$ cat src/rtl/int_pkg.sv
// Shared definitions for the interrupt responder: FSM states, line/vector
// widths and default handshake timing.
package int_pkg;

    localparam int unsigned INT_LINES = 8;
    localparam int unsigned INT_VEC_W = 3;

    // Default strobe length and post-strobe settle time, in clocks.
    localparam int unsigned INT_RD_CYCLES_DEF     = 2;
    localparam int unsigned INT_SETTLE_CYCLES_DEF = 3;

    typedef enum logic [1:0] {
        ST_IDLE   = 2'd0,
        ST_READ   = 2'd1,
        ST_SETTLE = 2'd2
    } int_state_e;

endpackage : int_pkg

$ cat src/rtl/int_prio_enc.sv
// Lowest-set-bit priority encoder.
// Ports:
//   i_req   - request vector, bit 0 has highest priority
//   o_valid - any request set
//   o_idx   - index of the lowest set request, 0 when none
module int_prio_enc
    import int_pkg::*;
(
    input  logic [INT_LINES-1:0] i_req,
    output logic                 o_valid,
    output logic [INT_VEC_W-1:0] o_idx
);

    // Scan from the top down so the lowest set bit is the last one written.
    always_comb begin
        o_valid = |i_req;
        o_idx   = '0;
        for (int i = int'(INT_LINES) - 1; i >= 0; i--) begin
            if (i_req[i]) begin
                o_idx = INT_VEC_W'(i);
            end
        end
    end

endmodule : int_prio_enc

$ cat src/rtl/int_responder.sv
// Consumer side of the interrupt-manager handshake. Strobes rd_o when the
// manager's summary line is low, captures the latched-line register into a
// local pending set, and presents a prioritised vector with per-vector ack.
// Optional feature macro: INT_RESPONDER_MASK_EN adds a writable enable mask.
// Ports:
//   fast_clock_i, n_reset_i - clock and async active-low reset
//   n_int_i, dat_i          - manager summary line (active low) and latches
//   rd_o                    - read strobe; manager clears on its falling edge
//   irq_o, vec_o, ack_i     - host interrupt, vector and acknowledge
//   pending_o               - raw pending set
//   mask_wr_i, mask_dat_i   - mask load (INT_RESPONDER_MASK_EN only)
module int_responder
    import int_pkg::*;
#(
    parameter int unsigned RD_CYCLES     = INT_RD_CYCLES_DEF,
    parameter int unsigned SETTLE_CYCLES = INT_SETTLE_CYCLES_DEF
) (
    input  logic                 fast_clock_i,
    input  logic                 n_reset_i,
    input  logic                 n_int_i,
    input  logic [INT_LINES-1:0] dat_i,
    output logic                 rd_o,
    output logic                 irq_o,
    output logic [INT_VEC_W-1:0] vec_o,
    input  logic                 ack_i,
    output logic [INT_LINES-1:0] pending_o
`ifdef INT_RESPONDER_MASK_EN
    ,
    input  logic                 mask_wr_i,
    input  logic [INT_LINES-1:0] mask_dat_i
`endif
);

    localparam int unsigned CNT_MAX = (RD_CYCLES > SETTLE_CYCLES) ? RD_CYCLES : SETTLE_CYCLES;
    localparam int unsigned CNT_W   = (CNT_MAX > 1) ? $clog2(CNT_MAX) : 1;

    int_state_e           r_state;
    int_state_e           w_state_nxt;
    logic [CNT_W-1:0]     r_cnt;
    logic [CNT_W-1:0]     w_cnt_nxt;
    logic                 r_rd;
    logic                 w_rd_nxt;
    logic [INT_LINES-1:0] r_pend;
    logic [INT_LINES-1:0] w_pend_nxt;
    logic                 w_capture;
    logic [INT_LINES-1:0] w_mask;
    logic                 w_irq;
    logic [INT_VEC_W-1:0] w_vec;

    // Enable mask: writable register when the feature is built, else all-on.
`ifdef INT_RESPONDER_MASK_EN
    logic [INT_LINES-1:0] r_mask;

    always_ff @(posedge fast_clock_i or negedge n_reset_i) begin
        if (!n_reset_i) begin
            r_mask <= {INT_LINES{1'b1}};
        end else if (mask_wr_i) begin
            r_mask <= mask_dat_i;
        end
    end

    assign w_mask = r_mask;
`else
    assign w_mask = {INT_LINES{1'b1}};
`endif

    int_prio_enc u_prio (
        .i_req   (r_pend & w_mask),
        .o_valid (w_irq),
        .o_idx   (w_vec)
    );

    // State, counter, strobe and pending registers.
    always_ff @(posedge fast_clock_i or negedge n_reset_i) begin
        if (!n_reset_i) begin
            r_state <= ST_IDLE;
            r_cnt   <= '0;
            r_rd    <= 1'b0;
            r_pend  <= '0;
        end else begin
            r_state <= w_state_nxt;
            r_cnt   <= w_cnt_nxt;
            r_rd    <= w_rd_nxt;
            r_pend  <= w_pend_nxt;
        end
    end

    // Next-state: strobe for RD_CYCLES, capture on the last strobe edge,
    // then blank n_int_i for SETTLE_CYCLES while the manager clears.
    always_comb begin
        w_state_nxt = r_state;
        w_cnt_nxt   = r_cnt;
        w_rd_nxt    = r_rd;
        w_capture   = 1'b0;
        w_pend_nxt  = r_pend;

        case (r_state)
            ST_IDLE: begin
                if (!n_int_i) begin
                    w_state_nxt = ST_READ;
                    w_rd_nxt    = 1'b1;
                    w_cnt_nxt   = CNT_W'(RD_CYCLES - 1);
                end
            end
            ST_READ: begin
                if (r_cnt == '0) begin
                    w_capture   = 1'b1;
                    w_rd_nxt    = 1'b0;
                    w_state_nxt = ST_SETTLE;
                    w_cnt_nxt   = CNT_W'(SETTLE_CYCLES - 1);
                end else begin
                    w_cnt_nxt = r_cnt - CNT_W'(1);
                end
            end
            ST_SETTLE: begin
                if (r_cnt == '0) begin
                    w_state_nxt = ST_IDLE;
                end else begin
                    w_cnt_nxt = r_cnt - CNT_W'(1);
                end
            end
            default: begin
                w_state_nxt = ST_IDLE;
                w_rd_nxt    = 1'b0;
                w_cnt_nxt   = '0;
            end
        endcase

        // Ack clears first so a same-cycle capture of that bit wins.
        if (ack_i && w_irq) begin
            w_pend_nxt[w_vec] = 1'b0;
        end
        if (w_capture) begin
            w_pend_nxt = w_pend_nxt | dat_i;
        end
    end

    assign rd_o      = r_rd;
    assign pending_o = r_pend;
    assign irq_o     = w_irq;
    assign vec_o     = w_vec;

endmodule : int_responder

$ cat config.mk
export PLATFORM = sky130hd
export DESIGN_NAME = int_responder
export DESIGN_NICKNAME = d
export VERILOG_FILES = /design/src/rtl/int_pkg.sv /design/src/rtl/int_prio_enc.sv /design/src/rtl/int_responder.sv
export SDC_FILE = /design/constraint.sdc
export NUM_CORES = 1
export LEC_CHECK = 0
export ABC_CLOCK_PERIOD_IN_PS = 2080
export CORE_MARGIN = 1.5
export CORE_UTILIZATION = 35
export CTS_CLUSTER_SIZE = 25
export DETAILED_ROUTE_END_ITERATION = 10
export SYNTH_ARGS = -nofsm -noshare
export SYNTH_HDL_FRONTEND = slang
export SYNTH_SLANG_ARGS = --single-unit
$ cat constraint.sdc
create_clock -name fast_clock_i -period 2.08 [get_ports fast_clock_i]
set_input_delay 0.416 -clock fast_clock_i [delete_from_list [all_inputs] [get_ports fast_clock_i]]
set_output_delay 0.416 -clock fast_clock_i [all_outputs]
set_load 0.005 [all_outputs]
======== Yosys cells after proc, flatten, opt, wreduce, memory -nomap -nowiden ========
Cells that the tools add are included.
storage, ports and cells
  register bits after elaboration ......... 13
  input port bits ......................... 12
  output and inout bits ................... 13
operators by class
  add/subtract/negate cells ............... 1
  magnitude comparators ................... 2
  eq/ne operators ......................... 6
  mux-type cells .......................... 24
  bitwise operators ....................... 4
  reductions and logical operators ........ 8
operators with widths
  cell                                                                           count
  3-bit 2-to-1 mux                                                               8
  8-bit 2-to-1 mux                                                               2
  2-bit one-hot mux with 3 select lines                                          2
  2-bit 2-to-1 mux                                                               5
  8-bit bitwise AND                                                              1
  2-bit != test (second input constant)                                          4
  8-bit NOT                                                                      1
  8-bit bitwise OR                                                               1
  8-bit OR reduction                                                             1
  3-bit AND reduction                                                            2
  1-bit 2-to-1 mux                                                               5
  2-bit logical NOT                                                              2
  3-bit by 4-bit less-than comparator with 1-bit output (second input constant)  1
  1-bit demux with 3-bit select                                                  1
  3-bit by 1-bit >= comparator with 1-bit output (second input constant)         1
  1-bit one-hot mux with 3 select lines                                          1
  2-bit by 1-bit == test with 1-bit output (second input constant)               1
  2-bit == test (second input constant)                                          1
  1-bit logical AND                                                              2
  2-bit AND reduction                                                            1
  2-bit by 1-bit subtractor with 2-bit output (second input constant)            1
  1-bit NOT                                                                      1

======== Depth between registers and ports, before layout ========
Gate-level depths: netlist of run 1.
  word-level depth ........................ 17
  gate-level depth with buffers ........... 7
  depth with buffers taken out ............ 6

======== Cells and area by module ========
A second synthesis of run 1 with hierarchy kept.
second synthesis, totals
  cells, all modules ...................... 81
  area, all modules ....................... 721.9 um2
by module, submodules not included
  module         instances  cells each  area each (um2)  seq. area each (um2)
  int_responder  1          68          640.6            325.3
  int_prio_enc   1          13          81.3             0.0

======== Worst setup path after synthesis of run 1 ========
Ideal clock, no wire load.
  path type ............................... flip-flop to flip-flop
  from .................................... reg r_cnt[0]
  to ...................................... reg r_pend[7], in the netlist pending_o[7]
  library setup time ...................... 0.129 ns
  arrival ................................. 1.227 ns
  setup slack ............................. 0.724 ns
  stages on the path, launching flop included .. 8
  period minus slack after synthesis ...... 1.356 ns
  cells stage by stage .................... dfrtp_1 > inv_1 > ha_1 > clkbuf_2 > nand2_1 > nor2_4 > a221oi_2 > o21ai_1
on the way
  longest elaborated chain between the ends .. 4
ends and longest elaborated chain
  what                    line                  text
  start, declared         int_responder.sv:39   logic [CNT_W-1:0] r_cnt;
  start signal, assigned  int_responder.sv:82   r_cnt <= w_cnt_nxt;
  2-bit logical NOT       int_responder.sv:106  if (r_cnt == '0) begin
  1-bit 2-to-1 mux        int_responder.sv:106
  1-bit 2-to-1 mux        int_responder.sv:97   case (r_state)
  8-bit 2-to-1 mux        int_responder.sv:133  if (w_capture) begin
  via w_pend_nxt[7]       int_responder.sv:44   logic [INT_LINES-1:0] w_pend_nxt;
  end signal, assigned    int_responder.sv:84   r_pend <= w_pend_nxt;
  end, declared           int_responder.sv:43   logic [INT_LINES-1:0] r_pend;
The timed path passes the listed nets, and every way through them passes these cells.
A chain may end at the register's enable or synchronous reset.

======== Worst setup path after layout of run 1 ========
  from .................................... reg r_pend[4], in the netlist pending_o[4]
  to ...................................... out vec_o[2]
on the way
  longest elaborated chain between the ends .. 5
ends and longest elaborated chain
  what                            line                 text
  3-bit 2-to-1 mux (5 in series)  int_prio_enc.sv:19   if (i_req[i]) begin
  end, declared                   int_responder.sv:24  output logic [INT_VEC_W-1:0] vec_o,
No other way between the ends.

==> results of run 1 <==
registers in the layout, indices dropped and copies added, names as in the netlist:
| name | count |
|---|---|
| r_state | 2 |
| pending_o | 8 |
| rd_o | 1 |
| r_cnt | 2 |
path summary, 6_finish.rpt:
check	depth (start not counted)	slack [ps]	from	to
worst max register to register	6	610	r_cnt[0]	pending_o[5]
worst min register to register	2	550	rd_o	rd_o
worst max-delay path	3	190	pending_o[4]	vec_o[2]
worst min-delay path	1	500	n_reset_i	pending_o[1]
max in group asynchronous	1	1160	n_reset_i	pending_o[5]
min in group fast_clock_i	2	550	rd_o	rd_o
layout by cell type, fill, tap and decap left out, types with 2 or more instances in the layout:
master            n
a21oi_1           2
a22o_1            2
buf_4             7
clkbuf_4          3
clkdlybuf4s50_1  20
dfrtp_1           8
dfrtp_2           5
dlygate4sd2_1     2
dlymetal6s2s_1    2
ha_1              2
inv_1             7
nand2_1          10
nand2b_1          2
nand3_1           2
nor2_1            4
nor2_2            2
o21ai_0           5
o21ai_1           2
o22ai_1           2
cell families (layout without fill, tap and decap cells):
group / count (synthesis) / in the layout / share of synthesized area
simple gates: 28 / 28 / 0.2152
compound gates: 22 / 22 / 0.2205
flops: 13 / 13 / 0.4586
buf+inv: 10 / 42 / 0.05820
fa+ha+maj: 2 / 2 / 0.03527
xor+xnor: 1 / 1 / 0.01235
metal layers:
metal	track usage	vias to the layer above
li1	-	332
met1	0.2140	310
met2	0.2907	20
met3	0.09057	4
met4	0.07027	0
met5	0	-
through the flow:
step	hold slack (ps)	total power, W	setup slack [ps]
finish	501.6	0.001550	189.3
global route	545.2	0.001699	116.1
CTS	523.2	0.001520	14.31
detailed placement	547.5	0.001318	228.8
global placement	540.7	0.001313	225.7
floorplan	120.4	0.0009506	723.8
what timing repair did:
action                     in CTS  in global routing
setup endpoints to repair       4                  2
gates resized for setup        11                  4
pin swaps                       2                  0
setup buffers                   4                  3
hold buffers                    0                  0
power by group through the flow:
stage | logic (W) | clock network, W | registers [W]
final | 0.000861 | 0.000157 | 0.000533
after floorplan | 0.000485 | 0 | 0.000466
after detailed placement | 0.000791 | 0 | 0.000526
after CTS | 0.000818 | 0.000167 | 0.000535
after global routing | 0.000971 | 0.000174 | 0.000554
after global placement | 0.000792 | 0 | 0.000521
final cells by class:
cell class	instances	area, µm²
Sequential cell	13	331.6
Inverter	7	26.28
Tap cell	27	33.78
Multi-Input combinational cell	53	362.8
Fill cell	186	865.8
Clock buffer	4	26.28
Timing Repair Buffer	31	295.3
==> run_results.csv, run 1 <==
group,metric,value,unit
pwr,switchingPower,0.0006228,W
detailed_routing,routedWlPerCell,13.22,µm
sta,min_period,1891,ps
yosys,syn_inst,76,
final_layout,final_area,0.001076,mm²
detailed_routing,drc_errors,0,
setup_path,crit_slowest_cell,"dfrtp_2",
detailed_routing,drtIter0Drc,8,
placed_design,portBuffers,24,
setup_path,crit_type,"reg2out",
yosys,ys_top_cells_by_count,"dfrtp_1, nand2_1, inv_1",
sta,hold_violations,0,
yosys,yosys_warnings,0,
sta,relSlewSlack,0.6055,
floorplan,die_y,48.02,µm
yosys,synth_largest_type_area_fraction,0.4586,
sta,fmax,528.9,MHz
detailed_routing,num_vias,666,
sta,final-max-slew-violation-count,0,
detailed_routing,drt-vias-per-instance,4.933,
floorplan,pin_count,25,
detailed_routing,wl,1785,µm
floorplan,dieWidth,48.02,µm
pwr,internal_power,0.0009276,W
pwr,power_frac_seq,0.344,
yosys,yosysUniqueCellTypes,32,
sta,setup_tns,0,ps
floorplan,start_util,0.3653,
pwr,p_sw_frac,0.4017,
clock_tree,clockBufferDepth,2,
final_layout,final_util,0.5541,
status,status,"finished, final reports clean",
yosys,syn_area_per_cell,9.335,µm²
detailed_routing,wl_met1,761,µm
yosys,ys_seq_area_frac,0.4586,
yosys,synth.most_common_cell,"dfrtp_1",
setup_path,critPathArrivalTime,1470,ps
clock_tree,cts_sinks,13,
yosys,syn_nets,90,
yosys,synth-edff-count,0,
setup_path,cp_max_fo,4,
setup_path,path_delay_family,"simple AND/OR/NAND/NOR gates",
detailed_routing,ant_nets,0,
setup_path,cp_data_required_time,1660,ps
yosys,synth_top_area_cell,"dfrtp_1",
detailed_routing,wl_met2,874,µm
clock_tree,root_buffer,"clkbuf_4",
hold_path,min_path_type,"in2async",
setup_path,path_cells,"nor4_4 -> and3b_1 -> dlygate4sd2_1",
clock_tree,clk_pin_slew,80,ps
job,max_cap_viol_count,0,
grt,grt_pass1_wl,2863,µm
setup_path,crit_buf_inv,1,
placed_design,post_dp_cell_area,968.4,µm²
floorplan,coreArea,0.001942,mm²
yosys,syn_area,709.4,µm²
placed_design,hpwl,1198,µm
floorplan,fp-row-count,16,
detailed_routing,drt-pass1-iter-count,4,
grt,grt_usage,0.1841,
clock_tree,htreeDepth,1,
grt,antenna_found_initial,0,
sta,skew,10.13,ps
yosys,async_flop_share,1.000,
grt,grt_pass1_vias,662,
sta,period_share,0.9090,
final_layout,area_growth,51.68,%
clock_tree,cts_buffers,3,
sta,setup-violations-final,0,
pwr,ir_worst_vdd,0.7138,mV
yosys,synth_flop_cell,"dfrtp_1",
sta,worst_pin_slew,589.9,ps
final_layout,fin_cells,135,
grt,gr-total-overflow,0,
setup_path,end_kind,"primary output",
yosys,ys_top_cells_by_area,"dfrtp_1, nand2_1, o21ai_0",
detailed_routing,routed.top_layer,"met4",
placed_design,placed_cells,124,
final_layout,drive_above_1_share,0.2130,
sta,rsz0062_at_grt,"no",
pwr,pwr-share-comb,0.555,
final_layout,num-nets-final,123,
floorplan,die-area,0.002306,mm²
grt,grt_max_degree,14,
setup_path,setup.worst_path.start_class,"flop",
yosys,ys_seq_elements,13,
clock_tree,insertion_delay,280,ps
detailed_routing,dr_wl_met3,126,µm
setup_path,slowest_delay,450,ps
clock_tree,cts_tree,"built",
pwr,clkPwrFrac,0.101,
pwr,p_leak,0.4811,nW
placed_design,routabilityCongestion,0.7248,
final_layout,diodes,0,
pwr,p_per_area,1441,mW/mm²
Power figures use the tool's default switching activity.
==> run 2, diff against run 1 <==
Settings changed: ABC_AREA set to 1.
==> run 2 against run 1 <==
Effect of this change:
- non-clock buffer count is 1 higher
- first-iteration DRC count is 25% lower
- via count is 10% higher
- sequential share of layout area is 1.1 points lower
- critical path type unchanged
- largest cell class unchanged
- highest routed layer unchanged
==> run_results.csv, run 2 <==
group,metric,value,unit
sta,rsz0062_at_grt,"no",
placed_design,hpwl,1291,µm
floorplan,die-area,0.002348,mm²
floorplan,start_util,0.3686,
detailed_routing,drtIter0Drc,6,
floorplan,coreArea,0.001962,mm²
clock_tree,clockBufferDepth,2,
sta,final-max-slew-violation-count,0,
setup_path,path_cells,"inv_2 -> nand2_2 -> nor2_4 -> nand3_1 -> clkdlybuf4s50_1",
yosys,ys_seq_area_frac,0.4498,
final_layout,num-nets-final,149,
pwr,clkPwrFrac,0.095,
placed_design,portBuffers,24,
pwr,p_sw_frac,0.4131,
sta,min_period,1963,ps
final_layout,final_common_cell,"nand2_1",
clock_tree,hold_buffers,0,
clock_tree,htreeDepth,1,
final_layout,final_util,0.5606,
hold_path,min_path_type,"in2async",
final_layout,final_area,0.001100,mm²
clock_tree,root_buffer,"clkbuf_4",
detailed_routing,ant_nets,0,
grt,grt_max_degree,14,
yosys,syn_area,723.2,µm²
sta,relSlewSlack,0.6068,
grt,grt_usage,0.1649,
yosys,syn_nets,112,
sta,setup-violations-final,0,
clock_tree,cts_sinks,13,
yosys,synth-edff-count,0,
placed_design,dp_slack,254.4,ps
sta,fmax,509.3,MHz
setup_path,crit_buf_inv,2,
final_layout,drive_above_1_share,0.1791,
yosys,syn_area_per_cell,7.380,µm²
clock_tree,cts_buffers,3,
yosys,ys_seq_elements,13,
clock_tree,clk_pin_slew,80,ps
detailed_routing,wl,1702,µm
pwr,p_per_area,1517,mW/mm²
setup_path,cp_data_required_time,1660,ps
final_layout,diodes,0,
floorplan,die_y,48.46,µm
job,max_cap_viol_count,0,
clock_tree,insertion_delay,280,ps
final_layout,area_growth,52.08,%
setup_path,crit_slowest_cell,"clkdlybuf4s50_1",
yosys,synth_flop_cell,"dfrtp_1",
sta,setup_tns,0,ps
yosys,ys_top_cells_by_count,"nand2_1, inv_1, dfrtp_1",
sta,skew,2.720,ps
yosys,async_flop_share,1.000,
final_layout,final_cell_mix,"nand2_1, clkdlybuf4s50_1, inv_1",
setup_path,critPathArrivalTime,1550,ps
setup_path,slowest_delay,460,ps
yosys,yosys_warnings,0,
yosys,synth_largest_type_area_fraction,0.4498,
detailed_routing,drc_errors,0,
floorplan,pin_count,25,
sta,setup_slack,116.6,ps
floorplan,dieWidth,48.46,µm
placed_design,routabilityCongestion,0.7918,
yosys,syn_inst,98,
sta,worst_pin_slew,587.9,ps
status,status,"finished, final reports clean",
pwr,switchingPower,0.0006894,W
yosys,synth_top_area_cell,"dfrtp_1",
detailed_routing,drt-pass1-iter-count,4,
setup_path,cp_max_fo,4,
pwr,pwr-share-comb,0.628,
yosys,synth.most_common_cell,"nand2_1",
pwr,ir_worst_vdd,0.8479,mV
setup_path,path_delay_family,"buffers and inverters",
yosys,yosysUniqueCellTypes,17,
grt,gr-total-overflow,0,
pwr,p_leak,0.5817,nW
placed_design,post_dp_cell_area,0.001005,mm²
grt,grt_pass1_vias,704,
clock_tree,cts_tree,"built",
pwr,internal_power,0.0009795,W
grt,antenna_found_initial,0,
final_layout,largest_reg_flops,8,
setup_path,end_kind,"primary output",
sta,holdWs,508.0,ps
grt,grt_pass1_wl,2980,µm
sta,hold_violations,0,
detailed_routing,routedWlPerCell,10.57,µm
setup_path,rrSetupSlack,740,ps
setup_path,crit_type,"reg2out",
detailed_routing,num_vias,734,
floorplan,fp-row-count,16,
sta,period_share,0.9439,
detailed_routing,drt-vias-per-instance,4.559,
pwr,power_frac_seq,0.276,
setup_path,setup.worst_path.start_class,"flop",
yosys,ys_top_cells_by_area,"dfrtp_1, nand2_1, inv_1",
==> run 2: changes by cell type in the layout (fill, tap and decap cells not counted), moves of 2 or more <==
| cell | change |
|---|---|
| nand2_1 | +25 |
| inv_1 | +7 |
| dfrtp_1 | +4 |
| dfrtp_2 | -4 |
| inv_2 | +4 |
| a31oi_1 | +2 |
| nand2b_1 | -2 |
| nand3_1 | +2 |
| o21ai_1 | -2 |
| o22ai_1 | -2 |
==> run 2: kinds of logic (layout without fill, tap and decap cells) <==
group                    after synthesis  after routing  share of synthesized area
flip-flops                            13             13                     0.4498
AO/OA/AOI/OAI                         14             14                     0.1142
buffers and inverters                 18             54                    0.09343
adder cells (fa/ha/maj)                2              2                    0.03460
AND/OR/NAND/NOR                       51             51                     0.3080
==> run 2: layer usage <==
metal	track usage	share of wire	vias up
met2	0.2917	0.48	21
li1	-	-	375
met4	0.1000	0.019	0
met1	0.1793	0.43	334
met5	0	0	-
met3	0.03704	0.065	4
==> run 2: final cells by class <==
| class | count | area, µm² |
|---|---|---|
| multi-input combinational | 67 | 341.6 |
| tap | 27 | 33.78 |
| timing repair buffer | 32 | 304.0 |
| fill | 215 | 862.1 |
| clock buffer | 4 | 26.28 |
| sequential | 13 | 326.6 |
| inverter | 18 | 67.56 |
==> run 2: worst paths after layout <==
check	startpoint	endpoint	cells after the start
max	pending_o[1]	irq_o	5
max reg2reg	r_cnt[0]	pending_o[0]	5
min reg2reg	rd_o	rd_o	2
min	n_reset_i	pending_o[6]	1
max in group asynchronous	n_reset_i	pending_o[4]	1
min in group fast_clock_i	rd_o	rd_o	2
==> run 2: power groups by stage <==
stage                     clock, W  combinational (W)  sequential, W
after global placement           0           0.000948       0.000463
final                     0.000159            0.00105       0.000461
after CTS                 0.000167           0.000988       0.000454
after detailed placement         0           0.000957       0.000466
after global routing      0.000179            0.00118       0.000482
after floorplan                  0           0.000524       0.000461
==> run 2: worst reg2reg max path, cell delays in order, from the launching register on <==
cell	delay, ps
dfrtp_1	390
inv_1	90
ha_1	210
inv_1	70
nor2_2	320
a22o_1	200
==> run 2: through the flow <==
stage | instances | power, W
2_1_floorplan | 98 | 0.0009848
3_3_place_gp | 150 | 0.001411
3_5_place_dp | 150 | 0.001423
4_1_cts | 156 | 0.001609
5_1_grt | 161 | 0.001843
6_report | 161 | 0.001669
==> run 2: what timing repair did <==
item | in CTS | in global routing
endpoints found under the setup margin | 2 | 3
buffers inserted | 2 | 5
pin swaps | 0 | 3
hold endpoints to repair | 0 | 0
gates resized for setup | 3 | 7
